==> src/rtl/alu_pkg.sv <==
// Shared ALU/writeback types: opcode encoding, writeback FSM states, datapath width.
package alu_pkg;

  localparam int W = 8;

  typedef enum logic [2:0] {
    AND = 3'b000,
    XOR = 3'b001,
    SHL = 3'b010,
    SHR = 3'b011,
    ADD = 3'b100
  } alu_op_t;

  typedef enum logic {
    RUN     = 1'b0,
    TRAPPED = 1'b1
  } wb_state_t;

endpackage

==> src/rtl/alu_writeback_if.sv <==
// Result beat from the ALU into the writeback stage (valid/ready handshake).
interface alu_writeback_if #(
  parameter int W  = 8,
  parameter int AW = 3
);
  logic          WB_VALID;
  logic          WB_READY;
  logic [2:0]    WB_OP;       // raw opcode bits; out-of-range codes must pass through
  logic          WB_WEN;
  logic [AW-1:0] WB_DEST;
  logic [W-1:0]  WB_DATA;
  logic [1:0]    WB_OVERFLOW;
  logic          WB_ZF;
  logic          WB_TRAP;

  modport master (
    output WB_VALID, WB_OP, WB_WEN, WB_DEST, WB_DATA, WB_OVERFLOW, WB_ZF, WB_TRAP,
    input  WB_READY
  );

  modport slave (
    input  WB_VALID, WB_OP, WB_WEN, WB_DEST, WB_DATA, WB_OVERFLOW, WB_ZF, WB_TRAP,
    output WB_READY
  );
endinterface

==> src/rtl/alu_writeback_reg_file.sv <==
// NREGS x W register file: one synchronous write port, two combinational read
// ports with no write bypass (same-cycle read of the written entry sees old data).
module reg_file #(
  parameter  int NREGS = 8,
  parameter  int W     = 8,
  localparam int AW    = $clog2(NREGS)
) (
  input  logic          clk,
  input  logic          rst,
  input  logic          we,
  input  logic [AW-1:0] wa,
  input  logic [W-1:0]  wd,
  input  logic [AW-1:0] ra1,
  input  logic [AW-1:0] ra2,
  output logic [W-1:0]  rd1,
  output logic [W-1:0]  rd2
);

  logic [NREGS-1:0][W-1:0] mem;

  // Storage: synchronous clear, then single write port.
  always_ff @(posedge clk) begin
    if (rst)     mem     <= '0;
    else if (we) mem[wa] <= wd;
  end

  assign rd1 = mem[ra1];
  assign rd2 = mem[ra2];

endmodule

==> src/rtl/alu_writeback.sv <==
// ALU writeback stage: commits results to the register file, latches ADD flags,
// counts retired beats, and halts on a shift-of-zero trap until acknowledged.
module alu_writeback #(
  parameter  int NREGS = 8,
  parameter  int W     = alu_pkg::W,
  localparam int AW    = $clog2(NREGS)
) (
  input  logic          CLK,
  input  logic          RESET,
  alu_writeback_if.slave wb,
  input  logic [AW-1:0] RA1,
  input  logic [AW-1:0] RA2,
  output logic [W-1:0]  RD1,
  output logic [W-1:0]  RD2,
  output logic          CF,
  output logic          ZF,
  output logic          TRAPPED,
  input  logic          TRAP_ACK,
  output logic [7:0]    TRAP_COUNT,
  output logic [15:0]   RETIRED
);
  import alu_pkg::*;

  wb_state_t state, state_nxt;
  logic      acc, is_shift, trap_beat, commit;

  assign acc       = wb.WB_VALID && wb.WB_READY;
  assign is_shift  = (wb.WB_OP == 3'(SHL)) || (wb.WB_OP == 3'(SHR));
  // A trap flag on a non-shift opcode is not a real trap and is ignored.
  assign trap_beat = acc && wb.WB_TRAP && is_shift;
  assign commit    = acc && !trap_beat;

  // FSM state register.
  always_ff @(posedge CLK) begin
    if (RESET) state <= alu_pkg::RUN;
    else       state <= state_nxt;
  end

  // Next-state: trap beat halts, TRAP_ACK releases (no effect while running).
  always_comb begin
    state_nxt = state;
    case (state)
      alu_pkg::RUN:     if (trap_beat) state_nxt = alu_pkg::TRAPPED;
      alu_pkg::TRAPPED: if (TRAP_ACK)  state_nxt = alu_pkg::RUN;
      default:          state_nxt = alu_pkg::RUN;
    endcase
  end

  // Ready depends on state only, so upstream valid never loops back into it.
  assign wb.WB_READY = (state == alu_pkg::RUN);
  assign TRAPPED     = (state == alu_pkg::TRAPPED);

  // Flags follow ADD results only; independent of whether the result is written.
  always_ff @(posedge CLK) begin
    if (RESET) begin
      CF <= 1'b0;
      ZF <= 1'b0;
    end else if (commit && wb.WB_OP == 3'(ADD)) begin
      CF <= |wb.WB_OVERFLOW;
      ZF <= wb.WB_ZF;
    end
  end

  // Retired count wraps; trap count saturates at 255.
  always_ff @(posedge CLK) begin
    if (RESET) begin
      RETIRED    <= '0;
      TRAP_COUNT <= '0;
    end else begin
      if (commit) RETIRED <= RETIRED + 16'd1;
      if (trap_beat && TRAP_COUNT != 8'hFF) TRAP_COUNT <= TRAP_COUNT + 8'd1;
    end
  end

  reg_file #(.NREGS(NREGS), .W(W)) u_rf (
    .clk (CLK),
    .rst (RESET),
    .we  (commit && wb.WB_WEN),
    .wa  (wb.WB_DEST),
    .wd  (wb.WB_DATA),
    .ra1 (RA1),
    .ra2 (RA2),
    .rd1 (RD1),
    .rd2 (RD2)
  );

endmodule

==> src/flat_wrapper.sv <==
// flat-port wrapper written by rule: the top's interface ports become plain ports
module alu_writeback_flat import alu_pkg::*;
#(
  parameter  int NREGS = 8,
  parameter  int W     = alu_pkg::W,
  localparam int AW    = $clog2(NREGS)
)
  (CLK, RESET, RA1, RA2, RD1, RD2, CF, ZF, TRAPPED, TRAP_ACK, TRAP_COUNT, RETIRED, wb_WB_VALID, wb_WB_OP, wb_WB_WEN, wb_WB_DEST, wb_WB_DATA, wb_WB_OVERFLOW, wb_WB_ZF, wb_WB_TRAP, wb_WB_READY);
  alu_writeback_if #(.W(W), .AW(3)) wb_i ();
  input  logic CLK;
  input  logic RESET;
  input  logic [AW-1:0] RA1;
  input  logic [AW-1:0] RA2;
  output logic [W-1:0] RD1;
  output logic [W-1:0] RD2;
  output logic CF;
  output logic ZF;
  output logic TRAPPED;
  input  logic TRAP_ACK;
  output logic [7:0] TRAP_COUNT;
  output logic [15:0] RETIRED;
  input wire logic [$bits(wb_i.WB_VALID)-1:0] wb_WB_VALID;
  input wire logic [$bits(wb_i.WB_OP)-1:0] wb_WB_OP;
  input wire logic [$bits(wb_i.WB_WEN)-1:0] wb_WB_WEN;
  input wire logic [$bits(wb_i.WB_DEST)-1:0] wb_WB_DEST;
  input wire logic [$bits(wb_i.WB_DATA)-1:0] wb_WB_DATA;
  input wire logic [$bits(wb_i.WB_OVERFLOW)-1:0] wb_WB_OVERFLOW;
  input wire logic [$bits(wb_i.WB_ZF)-1:0] wb_WB_ZF;
  input wire logic [$bits(wb_i.WB_TRAP)-1:0] wb_WB_TRAP;
  output wire logic [$bits(wb_i.WB_READY)-1:0] wb_WB_READY;
  assign wb_i.WB_VALID = wb_WB_VALID;
  assign wb_i.WB_OP = wb_WB_OP;
  assign wb_i.WB_WEN = wb_WB_WEN;
  assign wb_i.WB_DEST = wb_WB_DEST;
  assign wb_i.WB_DATA = wb_WB_DATA;
  assign wb_i.WB_OVERFLOW = wb_WB_OVERFLOW;
  assign wb_i.WB_ZF = wb_WB_ZF;
  assign wb_i.WB_TRAP = wb_WB_TRAP;
  assign wb_WB_READY = wb_i.WB_READY;
  alu_writeback #(.NREGS(NREGS), .W(W)) u_core (.CLK(CLK), .RESET(RESET), .wb(wb_i), .RA1(RA1), .RA2(RA2), .RD1(RD1), .RD2(RD2), .CF(CF), .ZF(ZF), .TRAPPED(TRAPPED), .TRAP_ACK(TRAP_ACK), .TRAP_COUNT(TRAP_COUNT), .RETIRED(RETIRED));
endmodule
==> config.mk <==
export PLATFORM = sky130hd
export DESIGN_NAME = alu_writeback_flat
export DESIGN_NICKNAME = d
export VERILOG_FILES = /design/src/rtl/alu_pkg.sv /design/src/rtl/alu_writeback_if.sv /design/src/rtl/alu_writeback_reg_file.sv /design/src/rtl/alu_writeback.sv /design/src/flat_wrapper.sv
export SDC_FILE = /design/constraint.sdc
export NUM_CORES = 1
export LEC_CHECK = 0
export ABC_AREA = 1
export CAP_MARGIN = 20
export CORE_ASPECT_RATIO = 0.5
export CORE_MARGIN = 5
export CORE_UTILIZATION = 45
export CTS_BUF_LIST = sky130_fd_sc_hd__clkbuf_2
export DETAILED_ROUTE_END_ITERATION = 7
export GPL_TIMING_DRIVEN = 0
export PLACE_DENSITY = 0.67
export SLEW_MARGIN = 15
export SYNTH_ARGS = -nofsm -noshare
export SYNTH_HDL_FRONTEND = slang
export SYNTH_HIERARCHICAL = 1
export SYNTH_SLANG_ARGS = --single-unit
==> constraint.sdc <==
create_clock -name CLK -period 2.4 [get_ports CLK]
set_input_delay 0.48 -clock CLK [delete_from_list [all_inputs] [get_ports CLK]]
set_output_delay 0.48 -clock CLK [all_outputs]
set_load 0.05 [all_outputs]
Word level (Yosys, flattened, before mapping)
Cells that the tools add are included.
{"block": "totals", "reg_bits": 91, "in_bits": 29, "output_inout_bits": 44, "elab_cells": 45}
{"block": "classes", "add_sub_neg": 2, "order_cmp": 4, "n_eq_ne": 4, "n_mux": 10, "bitwise_logic": 1, "n_reduce_logical": 11}
{"cell": "$bwmux W64", "count": 1}
{"cell": "$bmux W8 S3", "count": 2}
{"cell": "$demux W8 S3", "count": 1}
{"cell": "$mux W8", "count": 3}
{"cell": "$add A16 B1 Y16 const B", "count": 1}
{"cell": "$lt A3 B4 Y1 const B", "count": 3}
{"cell": "$add A8 B1 Y8 const B", "count": 1}
{"cell": "$logic_and A1 B1 Y1", "count": 8}
{"cell": "$ne A8 B8 Y1 const B", "count": 1}
{"cell": "$eq A3 B2 Y1 const B", "count": 2}
{"cell": "$eq A3 B3 Y1 const B", "count": 1}
{"cell": "$ge A3 B1 Y1 const B", "count": 1}
{"cell": "$mux W1", "count": 2}
{"cell": "$pmux W1 S2", "count": 1}
{"cell": "$reduce_or A2 Y1", "count": 1}
{"cell": "$logic_not A1 Y1", "count": 1}
{"cell": "$logic_or A1 B1 Y1", "count": 1}
{"cell": "$not A1 Y1", "count": 1}

Longest topological paths before layout
{"block": "depth", "word_depth": 7, "depth_mapped": 10, "depth_no_buf": 10}

By module
Netlist, hierarchy kept.
{"mod": "reg_file", "instances": 1, "cells_each": 654, "area_per_inst_um2": 3826.2, "seq_area_each_um2": 1281.2}
{"mod": "alu_writeback", "instances": 1, "cells_each": 214, "area_per_inst_um2": 1420.1, "seq_area_each_um2": 540.5}

Worst setup path after synthesis
OpenSTA, ideal clock, no wires.
{"block": "synth_timing", "kind": "input-to-output", "from": "in RA1[1]", "to": "out RD1[3]", "t_arrival_ns": 1.433, "t_required_ns": 1.920, "slack_ns": 0.487, "stages": 7, "path_buffers": 2, "cell_sequence": "buf_2 inv_1 buf_4 nand3_1 nand2_1 nand2_1 nand2_1"}
{"block": "synth_between", "elab_chain_cells": 2}
{"item": "start, declared", "line": "flat_wrapper.sv:12", "source": "input logic [AW-1:0] RA1;"}
{"item": "$bmux W8 S3", "line": "alu_writeback_reg_file.sv:27", "source": "assign rd1 = mem[ra1];"}
{"item": "$mux W8 (not written as such)", "line": "alu_writeback_reg_file.sv:27"}
{"item": "end, declared", "line": "flat_wrapper.sv:14", "source": "output logic [W-1:0] RD1;"}
No other way between the ends. The select of a mux whose other input is x is not followed.

Worst setup path in the final report
{"block": "layout_timing", "from": "reg u_core.state (netlist: u_core/TRAPPED)", "to": "out TRAPPED"}
{"item": "start, declared", "line": "alu_writeback.sv:24", "source": "wb_state_t state, state_nxt;"}
{"item": "start signal, assigned", "line": "alu_writeback.sv:35", "source": "if (RESET) state <= alu_pkg::RUN;"}
{"item": "start signal, assigned", "line": "alu_writeback.sv:36", "source": "else state <= state_nxt;"}
{"item": "end, declared", "line": "flat_wrapper.sv:18", "source": "output logic TRAPPED;"}
No word-level cell between the ends.

==> key figures <==
Logic synthesis
  • Unique cell type count in the Yosys netlist: 32
  • Yosys reg bits: 91
  • Sequential share of the synthesized area: 34.7%
  • Warnings, synthesis: 6
  • Synthesized area per cell: 6.04 um^2
  • Synthesized area: 5250 um^2
  • Syn nets: 899
  • Syn Inst Count: 868

Cells and area
  • Commonest non-fill, non-tap cells in the layout: 256 x nand2_1, 173 x nor2_1, 94 x inv_1, 91 x dfxtp_1, 81 x nand3_1
  • Antenna cells: 0
  • Layout Utilization: 55.5%
  • Share of layout cells above drive strength 1: 9.89%
  • Area grow syn2layout: 18.3%
  • Commonest non-fill, non-tap cell in the layout: nand2_1
  • Nets@finish: 976
  • Non-filler cells, final: 1,109

Clock tree
  • Setup bufs post-CTS: 0
  • CTS tree: yes
  • Clock transition at the registers of the reported paths: 260 ps
  • # hold bufs at CTS: 0
  • Clk root buf: clkbuf_2
  • CTS max path bufs: 2
  • CTS resizes: 56
  • Cts bufs inserted: 9
  • CTS Sinks: 91
  • H-Tree Depth: 3
  • Clk_lat worst skew: 570 ps

Placed design
  • Placer Congestion: 0.974
  • I/O Buffers: 66
  • Post-DP HPWL: 12.3 mm
  • Dpl ws: -280 ps
  • Cells after DPL: 1,093

Timing
  • Max_slew headroom: 63.5%
  • Final period utilization: 96.2%
  • Clk_skew: 38.6 ps
  • Max-slew violations: 0
  • Highest Clock Rate: 433 MHz
  • Final WS setup: 91.4 ps
  • Unrepaired setup endpoints after global routing: false
  • Slew @ Worst Pin: 546 ps
  • Setup Viol. Count Final: 0
  • Crit path time final: 2310 ps
  • Hold Vio Cnt, Final: 0

Power
  • P per Cell Area: 478 nW/um^2
  • VDD IR max: 0.314 mV
  • Static leakage: 3.20 nW

Setup path
  • Setup crit end kind: output port
  • Buf+Inv Stages, Crit Path: 1
  • WS Path Type: register to output port
  • Crit path cell chain: clkdlybuf4s50_1
  • Slowest stage delay, CP: 820 ps
  • Crit-path leading delay family: buffers and inverters
  • Worst EP required: 1920 ps
  • Worst path arrival time: 1830 ps
  • R2R setup slack: 510 ps
  • CP startpoint kind: register
  • Crit-path max FO: 3
  • Crit-path slowest cell: clkdlybuf4s50_1

Drt
  • ANT nets after route: 0
  • Initial DRC Count: 513
  • Iteration count of the initial detailed-routing pass: 5
  • Drt wl/cell: 14.8 um
  • DRC errors left: 0
  • Vias per inst: 5.10
  • Total number of vias: 5,655
  • WL final: 16.4 mm

Global routing
  • Largest net degree at the start of global routing: 17
  • Number of global-route vias before repair: 5,240
  • Initial antenna violation count: 0
  • First-pass GRT wire length: 26.7 mm
  • Global routing usage on met1: 34.2%
  • Total GRT Usage: 23.9%
  • Grt total ovfl: 0
  • Grt peak-use layer: met2
  • GR Util met3: 5.08%
  • Met2 Usage GRT: 35.8%

Status
  • Status: completed

Floorplanning
  • DIE AREA: 14,000 um^2
  • Die height: 86.4 um
  • Die width: 163 um
  • Starting density of the core: 46.9%
  • Core area: 11,200 um^2
  • Row count: 27
  • I/O pins: 73

Hold path
  • Type of the worst min-delay path: register to register

Flow run
  • # Max-Cap Violations: 0
logic make-up after synthesis:
kind of cell    after synthesis  share of synthesized area (%)
simple gates                543                           43.9
buf+inv                     140                           11.7
flops                        91                           34.7
compound gates               89                           8.71
xor+xnor                      3                          0.501
fa+ha+maj                     2                          0.477
Yosys cell counts (all sizes together):
cell / n / share of area [%]
a21oi: 12 / 1.2
buf: 24 / 2.9
clkbuf: 6 / 0.43
clkinv: 6 / 0.93
dfxtp: 91 / 35
ha: 2 / 0.48
inv: 104 / 7.4
nand2: 268 / 20
nand3: 82 / 7.9
nand3b: 1 / 0.14
nand4: 3 / 0.36
nor2: 182 / 14
nor3: 5 / 0.69
nor3b: 1 / 0.14
o21a: 1 / 0.14
o21ai: 74 / 7.1
o21bai: 1 / 0.14
o31ai: 1 / 0.14
or2: 1 / 0.12
xor2: 3 / 0.50
layer usage:
metal	routed length, um	up-vias
met5	0	-
met2	6710	218
li1	-	2830
met4	450	0
met3	1350	34
met1	7870	2573
registers in the layout (all words and copies together) (netlist names):
register,cells
u_core/CF,1
u_core/RETIRED,16
u_core/TRAPPED,1
u_core/TRAP_COUNT,8
u_core/ZF,1
u_core/u_rf/mem,64
area by class of cell:
| cell class | instances | area, um^2 |
|---|---|---|
| well taps | 159 | 199 |
| clock inverters | 7 | 75.1 |
| fillers | 1170 | 4970 |
| flip-flops and latches | 91 | 1820 |
| multi-input cells | 637 | 2810 |
| inverters | 110 | 439 |
| plain buffers | 30 | 174 |
| repair buffers | 66 | 642 |
| clock buffers | 9 | 45.0 |
worst paths after layout:
kind | cells past startpoint | from | endpoint
setup / recovery | 1 | u_core/TRAPPED | TRAPPED
hold / removal | 2 | u_core/u_rf/mem[42] | u_core/u_rf/mem[42]
setup reg to reg | 9 | u_core/TRAPPED | u_core/u_rf/mem[6]
hold reg to reg | 2 | u_core/u_rf/mem[42] | u_core/u_rf/mem[42]
where the power goes:
part / switching (mW) / internal [mW] / total (mW)
clock network: 0.548 / 0.250 / 0.798
registers: 0.0187 / 1.54 / 1.56
logic: 0.420 / 0.187 / 0.608
through the flow:
stage	setup TNS (ps)	hold WS [ps]	area (um^2)	power, mW
4_1_cts	0	481	6230	3.01
6_report	0	505	6210	2.97
3_3_place_gp	-4140	465	6110	2.20
3_5_place_dp	-5690	470	6110	2.21
2_1_floorplan	0	453	5250	1.99
5_1_grt	0	508	6210	3.14
Note: power is estimated with default switching activity, not from simulation.
